===== config.mk =====
export PLATFORM = sky130hd
export DESIGN_NAME = narrow_sat_flat
export DESIGN_NICKNAME = d
export VERILOG_FILES = /design/src/rtl/narrow_pkg.sv /design/src/rtl/narrow_sat_if.sv /design/src/rtl/narrow_core.sv /design/src/rtl/narrow_sat.sv /design/src/flat_wrapper.sv
export SDC_FILE = /design/constraint.sdc
export NUM_CORES = 1
export LEC_CHECK = 0
export ABC_AREA = 1
export CAP_MARGIN = 15
export CORE_MARGIN = 3
export CORE_UTILIZATION = 33
export DETAILED_ROUTE_END_ITERATION = 6
export GPL_TIMING_DRIVEN = 0
export MAX_ROUTING_LAYER = met4
export PLACE_DENSITY = 0.71
export SYNTH_ARGS = -nofsm -noshare
export SYNTH_HDL_FRONTEND = slang
export SYNTH_SLANG_ARGS = --single-unit

===== constraint.sdc =====
create_clock -name clk -period 1.4 [get_ports clk]
set_input_delay 0.28 -clock clk [delete_from_list [all_inputs] [get_ports clk]]
set_output_delay 0.28 -clock clk [all_outputs]
set_load 0.02 [all_outputs]

===== src/rtl/narrow_pkg.sv =====
// narrow_pkg: shared widths and range limits for the 32->16 narrowing unit.
// The limits are sized to the default output width; narrow_core uses them directly.
package narrow_pkg;

    localparam int unsigned IN_W_DEF  = 32;
    localparam int unsigned OUT_W_DEF = 16;
    localparam int unsigned CNT_W_DEF = 8;

    localparam logic [OUT_W_DEF-1:0] SMAX = 16'h7FFF;
    localparam logic [OUT_W_DEF-1:0] SMIN = 16'h8000;
    localparam logic [OUT_W_DEF-1:0] UMAX = 16'hFFFF;

endpackage


===== src/rtl/narrow_sat_if.sv =====
// narrow_sat_if: input and output valid/ready handshakes of the narrowing stage.
//   in_valid/in_ready/a/sext   : word from the datapath result bus
//   out_valid/out_ready/b/ovf  : narrowed result towards the 16-bit consumer
// Modports: master = producer/consumer side (testbench), slave = narrow_sat.
interface narrow_sat_if
    import narrow_pkg::*;
#(
    parameter int unsigned IN_W  = IN_W_DEF,
    parameter int unsigned OUT_W = OUT_W_DEF
);

    logic             in_valid;
    logic             in_ready;
    logic [IN_W-1:0]  a;
    logic             sext;
    logic             out_valid;
    logic             out_ready;
    logic [OUT_W-1:0] b;
    logic             ovf;

    modport master (
        output in_valid, a, sext, out_ready,
        input  in_ready, out_valid, b, ovf
    );

    modport slave (
        input  in_valid, a, sext, out_ready,
        output in_ready, out_valid, b, ovf
    );

endinterface


===== src/rtl/narrow_core.sv =====
// narrow_core: combinational range check and saturate/wrap selection.
//   a        : input word
//   sext     : 1 = signed interpretation, 0 = unsigned
//   b_next   : narrowed value
//   ovf_next : a did not fit in OUT_W bits under the chosen interpretation
module narrow_core
    import narrow_pkg::*;
#(
    parameter int unsigned IN_W  = IN_W_DEF,
    parameter int unsigned OUT_W = OUT_W_DEF,
    parameter bit          SAT   = 1'b1
) (
    input  logic [IN_W-1:0]  a,
    input  logic             sext,
    output logic [OUT_W-1:0] b_next,
    output logic             ovf_next
);

    localparam int unsigned HI_W = IN_W - OUT_W;

    // Signed fits iff the discarded bits plus the new sign bit are all copies of one value.
    logic [HI_W:0]   s_hi;
    logic [HI_W-1:0] u_hi;
    logic            s_fit;
    logic            u_fit;

    assign s_hi  = a[IN_W-1:OUT_W-1];
    assign u_hi  = a[IN_W-1:OUT_W];
    assign s_fit = (s_hi == '0) || (s_hi == '1);
    assign u_fit = (u_hi == '0);

    always_comb begin
        b_next   = a[OUT_W-1:0];
        ovf_next = 1'b0;
        if (sext) begin
            if (!s_fit) begin
                ovf_next = 1'b1;
                if (SAT) begin
                    b_next = a[IN_W-1] ? SMIN : SMAX;
                end
            end
        end else begin
            if (!u_fit) begin
                ovf_next = 1'b1;
                if (SAT) begin
                    b_next = UMAX;
                end
            end
        end
    end

endmodule


===== src/rtl/narrow_sat.sv =====
// narrow_sat: registered 32->16 narrowing stage with overflow statistics.
//   clk, rst   : clock and synchronous active-high reset
//   bus        : in/out valid-ready handshakes (slave side of narrow_sat_if)
//   clr        : clears ovf_sticky and ovf_count
//   ovf_sticky : set by any accepted overflow
//   ovf_count  : accepted overflows, saturating at all-ones
module narrow_sat
    import narrow_pkg::*;
#(
    parameter int unsigned IN_W  = IN_W_DEF,
    parameter int unsigned OUT_W = OUT_W_DEF,
    parameter bit          SAT   = 1'b1,
    parameter int unsigned CNT_W = CNT_W_DEF
) (
    input  logic             clk,
    input  logic             rst,
    narrow_sat_if.slave      bus,
    input  logic             clr,
    output logic             ovf_sticky,
    output logic [CNT_W-1:0] ovf_count
);

    logic [OUT_W-1:0] b_next;
    logic             ovf_next;
    logic             accept;

    logic             out_valid_q;
    logic [OUT_W-1:0] b_q;
    logic             ovf_q;
    logic             sticky_q, sticky_d;
    logic [CNT_W-1:0] count_q, count_d;

    narrow_core #(
        .IN_W  (IN_W),
        .OUT_W (OUT_W),
        .SAT   (SAT)
    ) u_core (
        .a        (bus.a),
        .sext     (bus.sext),
        .b_next   (b_next),
        .ovf_next (ovf_next)
    );

    // Single-entry register: a drain and a fill may happen in the same cycle.
    assign bus.in_ready  = !out_valid_q || bus.out_ready;
    assign accept        = bus.in_valid && bus.in_ready;
    assign bus.out_valid = out_valid_q;
    assign bus.b         = b_q;
    assign bus.ovf       = ovf_q;
    assign ovf_sticky    = sticky_q;
    assign ovf_count     = count_q;

    // Clear first, then count the overflow of the word accepted this cycle.
    always_comb begin
        sticky_d = clr ? 1'b0 : sticky_q;
        count_d  = clr ? '0 : count_q;
        if (accept && ovf_next) begin
            sticky_d = 1'b1;
            if (count_d != '1) begin
                count_d = count_d + 1'b1;
            end
        end
    end

    always_ff @(posedge clk) begin
        if (rst) begin
            out_valid_q <= 1'b0;
            b_q         <= '0;
            ovf_q       <= 1'b0;
            sticky_q    <= 1'b0;
            count_q     <= '0;
        end else begin
            if (accept) begin
                out_valid_q <= 1'b1;
                b_q         <= b_next;
                ovf_q       <= ovf_next;
            end else if (bus.out_ready) begin
                out_valid_q <= 1'b0;
            end
            sticky_q <= sticky_d;
            count_q  <= count_d;
        end
    end

endmodule


===== src/flat_wrapper.sv =====
// flat-port wrapper written by rule: the top's interface ports become plain ports
module narrow_sat_flat import narrow_pkg::*;
#(
    parameter int unsigned IN_W  = IN_W_DEF,
    parameter int unsigned OUT_W = OUT_W_DEF,
    parameter bit          SAT   = 1'b1,
    parameter int unsigned CNT_W = CNT_W_DEF
)
  (clk, rst, clr, ovf_sticky, ovf_count, bus_in_valid, bus_a, bus_sext, bus_out_ready, bus_in_ready, bus_out_valid, bus_b, bus_ovf);
  narrow_sat_if #(.IN_W(IN_W), .OUT_W(OUT_W)) bus_i ();
  input  logic clk;
  input  logic rst;
  input  logic clr;
  output logic ovf_sticky;
  output logic [CNT_W-1:0] ovf_count;
  input wire logic [$bits(bus_i.in_valid)-1:0] bus_in_valid;
  input wire logic [$bits(bus_i.a)-1:0] bus_a;
  input wire logic [$bits(bus_i.sext)-1:0] bus_sext;
  input wire logic [$bits(bus_i.out_ready)-1:0] bus_out_ready;
  output wire logic [$bits(bus_i.in_ready)-1:0] bus_in_ready;
  output wire logic [$bits(bus_i.out_valid)-1:0] bus_out_valid;
  output wire logic [$bits(bus_i.b)-1:0] bus_b;
  output wire logic [$bits(bus_i.ovf)-1:0] bus_ovf;
  assign bus_i.in_valid = bus_in_valid;
  assign bus_i.a = bus_a;
  assign bus_i.sext = bus_sext;
  assign bus_i.out_ready = bus_out_ready;
  assign bus_in_ready = bus_i.in_ready;
  assign bus_out_valid = bus_i.out_valid;
  assign bus_b = bus_i.b;
  assign bus_ovf = bus_i.ovf;
  narrow_sat #(.IN_W(IN_W), .OUT_W(OUT_W), .SAT(SAT), .CNT_W(CNT_W)) u_core (.clk(clk), .rst(rst), .bus(bus_i), .clr(clr), .ovf_sticky(ovf_sticky), .ovf_count(ovf_count));
endmodule

**Yosys cells after proc, flatten, opt, wreduce, memory -nomap -nowiden**

Cells that the tools add are included.

- Register bits: 27
- Output and inout port bits: 28
- Logic and storage cells: 31

- Add/subtract/negate cells: 1
- Equality and inequality tests: 2
- Muxes and demuxes: 14
- Reductions and logical operators: 9

Operators with widths:

| cell | number |
|---|---|
| 16-bit 2-to-1 mux | 4 |
| 8-bit 2-to-1 mux | 3 |
| 17-bit equality test (second input constant) | 1 |
| 17-bit zero test | 1 |
| 16-bit zero test | 1 |
| 8-bit by 1-bit adder with 8-bit output (second input constant) | 1 |
| 8-bit inequality test (second input constant) | 1 |
| 1-bit 2-to-1 mux | 7 |
| 2-bit nonzero test | 2 |
| 1-bit logical AND | 2 |
| 1-bit logical OR | 2 |
| 1-bit zero test | 1 |

**Longest topological paths before layout**

- Depth in word-level cells: 6
- Mapped depth: 11
- Depth with buffers taken out: 11

**By module**

A second synthesis with hierarchy kept.

- Cells, all modules: 271
- Area, all modules: 1724.2 um^2

By module, submodules not included:

| module | instances | cells each | area each (um^2) | seq. area each (um^2) |
|---|---|---|---|---|
| narrow_sat | 1 | 154 | 1194.9 | 540.5 |
| narrow_core | 1 | 117 | 529.3 | 0.0 |

**Worst setup path before layout**

OpenSTA, ideal clock, no wires.

- Path type: reg-to-reg
- Start point: register u_core.count_q[1], in the netlist u_core.ovf_count[1]
- End point: register u_core.count_q[1], in the netlist u_core.ovf_count[1]
- Data arrival time: 1503 ps
- Required time: 1272 ps
- Slack: -231 ps
- Stages on the path, launching flop included: 11
- Clock period less this slack: 1631 ps
- Cells stage by stage: dfxtp_1 inv_1 nor2_1 ha_1 nand2_1 nor2_4 nand2_1 nand2_1 nand2_1 nand4_1 a21oi_1

- Cells in the longest elaborated chain, start to end: 4

RTL lines:

| item | line | RTL |
|---|---|---|
| from (decl) | narrow_sat.sv:31 | `logic [CNT_W-1:0] count_q, count_d;` |
| from (signal assigned) | narrow_sat.sv:81 | `count_q <= count_d;` |
| 8-bit 2-to-1 mux * | narrow_sat.sv:56 | `count_d = clr ? '0 : count_q;` |
| 8-bit by 1-bit adder with 8-bit output or 8-bit inequality test (tied branches) | narrow_sat.sv:60, narrow_sat.sv:59 |  |
| 8-bit 2-to-1 mux | narrow_sat.sv:59 | `if (count_d != '1) begin` |
| 8-bit 2-to-1 mux * | narrow_sat.sv:57 | `if (accept && ovf_next) begin` |

Mark *: on every way between the ends. The rest lies on a longest branch, timed or not.
A chain may end at the register's enable or synchronous reset.

**Worst setup path after layout**

- Start point: register u_core.count_q[0], in the netlist u_core.ovf_count[0]
- End point: register u_core.count_q[2], in the netlist u_core.ovf_count[2]

- Cells in the longest elaborated chain, start to end: 4

RTL lines:

| item | line |
|---|---|
| 8-bit 2-to-1 mux * | narrow_sat.sv:56 |
| 8-bit by 1-bit adder with 8-bit output or 8-bit inequality test (tied branches) | narrow_sat.sv:60, narrow_sat.sv:59 |
| 8-bit 2-to-1 mux * | narrow_sat.sv:59 |
| 8-bit 2-to-1 mux * | narrow_sat.sv:57 |

Marked as above.

==> summary.md <==
| Metric | Value |
|---|---|
| Num CTS Buffers | `3` |
| Cell Area, Synth | `1700 um2` |
| Critical-path top delay cell | `dfxtp_4` |
| Pleak | `approximately 0.0013 uW` |
| Boundary pin count | `66` |
| CP Launch Type | `register` |
| Max stage delay on crit path | `approximately 0.37 ns` |
| Worst Path Required | `~1.6 ns` |
| Antenna diodes | `0` |
| Setup CP Type | `reg -> reg` |
| CP max FO | `3` |
| Number of port buffers | `between 60 and 70` |
| Clock share of power | `0.268` |
| Failing checks | `setup timing` |
| Fmax | `678 MHz` |
| Die Area | `between 6000 and 7000 um2` |
| Vias per Instance | `about 5.0` |
| Post-placement cell count | `395` |
| Hold slack final | `around 0.33 ns` |
| Arr. time, crit path | `1.70 ns` |
| Class of the worst hold path | `in -> reg` |
| Post-synth cell types | `25` |
| Tot Pwr | `about 1800 uW` |
| Worst-margin pin slew | `around 0.54 ns` |
| Remaining antenna violation count | `0` |
| Clk slew on worst S/H paths | `approximately 0.10 ns` |
| First-pass DRT Iterations | `4` |
| Status | `finished with violations` |
| PD cells | `roughly 630 nW/um2` |
| # setup viols final | `7` |
| Post-Syn Nets | `between 300 and 400` |
| Share of cells above drive strength 1 | `0.267` |
| Pin count of the biggest net entering global routing | `15` |
| Worst-skew pair later-pin latency | `0.28 ns` |
| Final Hold Vio Count | `0` |
| Clk root buf | `clkbuf_8` |
| Worst-path cell chain | `nand2_2 -> inv_2 -> ha_4 -> buf_4 -> or2_2 -> nand3_2 -> nand4_1 -> a21oi_1` |
| Clock Skew | `approximately 0.0033 ns` |
| Number of synthesis warnings | `0` |
| Post-route cell area | `about 2800 um2` |
| WL per Instance | `13.3 um` |
| Area grow syn2layout | `62.7%` |
| First-pass GRT wire length | `slightly below 9000 um` |
| Slew Viols, Final | `0` |
| RSZ-0062 raised after global routing | `yes` |
| Final worst slack | `-0.0754 ns` |
| Iter 0 DRT Violations | `between 90 and 100` |
| Congestion Overflow GR | `0` |
| Initial antenna violation count | `0` |
| Final period utilization | `1.05` |
| Layout Nets | `392` |
| Detailed-route via count | `approximately 2100` |
| P_int | `1220 uW` |
| CTS tree | `yes` |
| Post-DP HPWL | `roughly 3600 um` |
| Non-Filler Instances | `roughly 420` |
| DRT Wirelength | `between 5000 and 6000 um` |
| Net Sw Frac | `0.307` |
| Part of the power in combinational logic | `0.256` |
| MaxCap Viol Count | `0` |
| GPL Wtd Cong | `a little under 0.9` |
| Die Ht | `between 70 and 80 um` |
| Die width | `77.9 um` |
| Mean Syn Cell Area | `~6.5 um2` |
| Relative slew slack | `0.641` |
| Psw | `~540 uW` |
| Hold_buf cts | `0` |
| Post-Route Setup TNS | `-0.309 ns` |
| Flops & latches, synth | `27` |
| Maximum clock insertion buffer count | `2` |
| Minimum clock period | `about 1.5 ns` |
| VDD IR max | `around 650 uV` |
| Crit. End Element | `register` |
| Clock sinks | `27` |
| FP Rows | `25` |
| GRT Total Usage | `0.182` |
| H-tree levels | `1` |
| Vias in the first global route | `1900` |
| DRC viols | `0` |
| Core box area | `4850 um2` |
| Sequential area share after synthesis | `0.317` |
| Post-Syn Instances | `264` |
| Area of placed instances | `roughly 2500 um2` |
| Part of the power in registers | `0.476` |
| Initial Utilization | `0.351` |
## synth_stat cells (all sizes together)
library cell	number	area, um2
nor3	1	10.0
clkbuf	7	46.3
clkinv	1	3.75
a21oi	28	151
nand4	10	62.6
nor2	29	126
buf	3	33.8
or2	16	100
dfxtp	27	541
xnor2	1	8.76
inv	13	48.8
nand2	95	387
ha	1	12.5
o21ai	3	15.0
nand3	29	158
## power groups by stage
stage	Clock, uW	Combinational [uW]	Sequential [uW]
floorplan	0	154	908
global placement	0	458	854
detailed placement	0	460	854
CTS	480	437	835
global route	515	489	842
finish	472	450	836
## layout by cell type (no fill, tap or decap), types with 5 or more instances in the layout
cell type | synthesis | routed
clkbuf_8 | 2 | 5
dlygate4sd2_1 | 0 | 29
nor2_4 | 1 | 5
clkdlybuf4s50_1 | 0 | 17
dfxtp_1 | 27 | 25
nand3_1 | 28 | 21
or2_0 | 10 | 10
nand3_2 | 0 | 7
clkbuf_2 | 0 | 13
nand2_1 | 89 | 81
nand2_4 | 3 | 7
nand4_1 | 10 | 10
nor2_2 | 4 | 8
buf_4 | 0 | 11
a21oi_1 | 27 | 25
or2_2 | 5 | 5
nand2_2 | 3 | 6
clkdlybuf4s15_1 | 0 | 5
buf_6 | 3 | 6
nor2_1 | 24 | 16
inv_1 | 12 | 10
## metrics by stage
| stage | util | setup slack [ns] |
|---|---|---|
| 2_1_floorplan | - | 0.00370 |
| 6_report | 0.572 | -0.0754 |
| 3_5_place_dp | 0.509 | -0.756 |
| 4_1_cts | 0.553 | -0.0436 |
| 5_1_grt | 0.572 | -0.166 |
| 3_3_place_gp | 0.509 | -0.749 |
## layer usage
layer,global-route usage,part of all wire
met5,-,0
met2,0.299,0.50
met1,0.228,0.43
met4,0.0480,0.014
met3,0.0348,0.051
## layout make-up
cell class | count | area [um2]
fillers | 465 | 2080
multi-input cells | 215 | 1220
clock buffers | 4 | 45.0
well taps | 67 | 83.8
flip-flops and latches | 27 | 548
inverters | 14 | 60.1
plain buffers | 10 | 100
repair buffers | 82 | 718
## logic make-up (layout without fill, tap and decap cells)
logic type | Yosys count | after routing | synth area share
compound gates | 31 | 31 | 0.0977
simple gates | 180 | 182 | 0.495
buf+inv | 24 | 110 | 0.0778
xor+xnor | 1 | 1 | 0.00514
flops | 27 | 27 | 0.317
fa+ha+maj | 1 | 1 | 0.00734
## what timing repair did
item / 4_1_cts / 5_1_grt
setup buffers: 10 / 5
endpoints found under the hold margin: 0 / 0
resized for setup: 81 / 48
setup endpoints to repair: 54 / 25
cloned: 4 / 1
pin swaps: 32 / 10
## final timing paths
check | slack, ns | cells past startpoint | from | end
worst min-delay path | 0.33 | 3 | bus_a[31] | u_core.bus.b[15]
worst max-delay path | -0.08 | 8 | u_core.ovf_count[0] | u_core.ovf_count[2]
worst min register to register | 0.47 | 2 | u_core.bus.b[13] | u_core.bus.b[13]
worst max register to register | -0.08 | 8 | u_core.ovf_count[0] | u_core.ovf_count[2]
## state kept, by name (all words and copies together) (netlist names)
name	cells
u_core.bus.b	16
u_core.ovf_count	8
u_core.bus.out_valid	1
u_core.bus.ovf	1
u_core.ovf_sticky	1
## worst max-delay path, delay by kind of cell, from the launching register on
family                     cells  cell delay, ns
buffers and inverters          2            0.19
DFF                            1            0.37
AOI/OAI and AO/OA              1            0.12
and+or+nand+nor                4            0.58
adders and majority gates      1            0.16
Note: power is estimated with default switching activity, not from simulation.
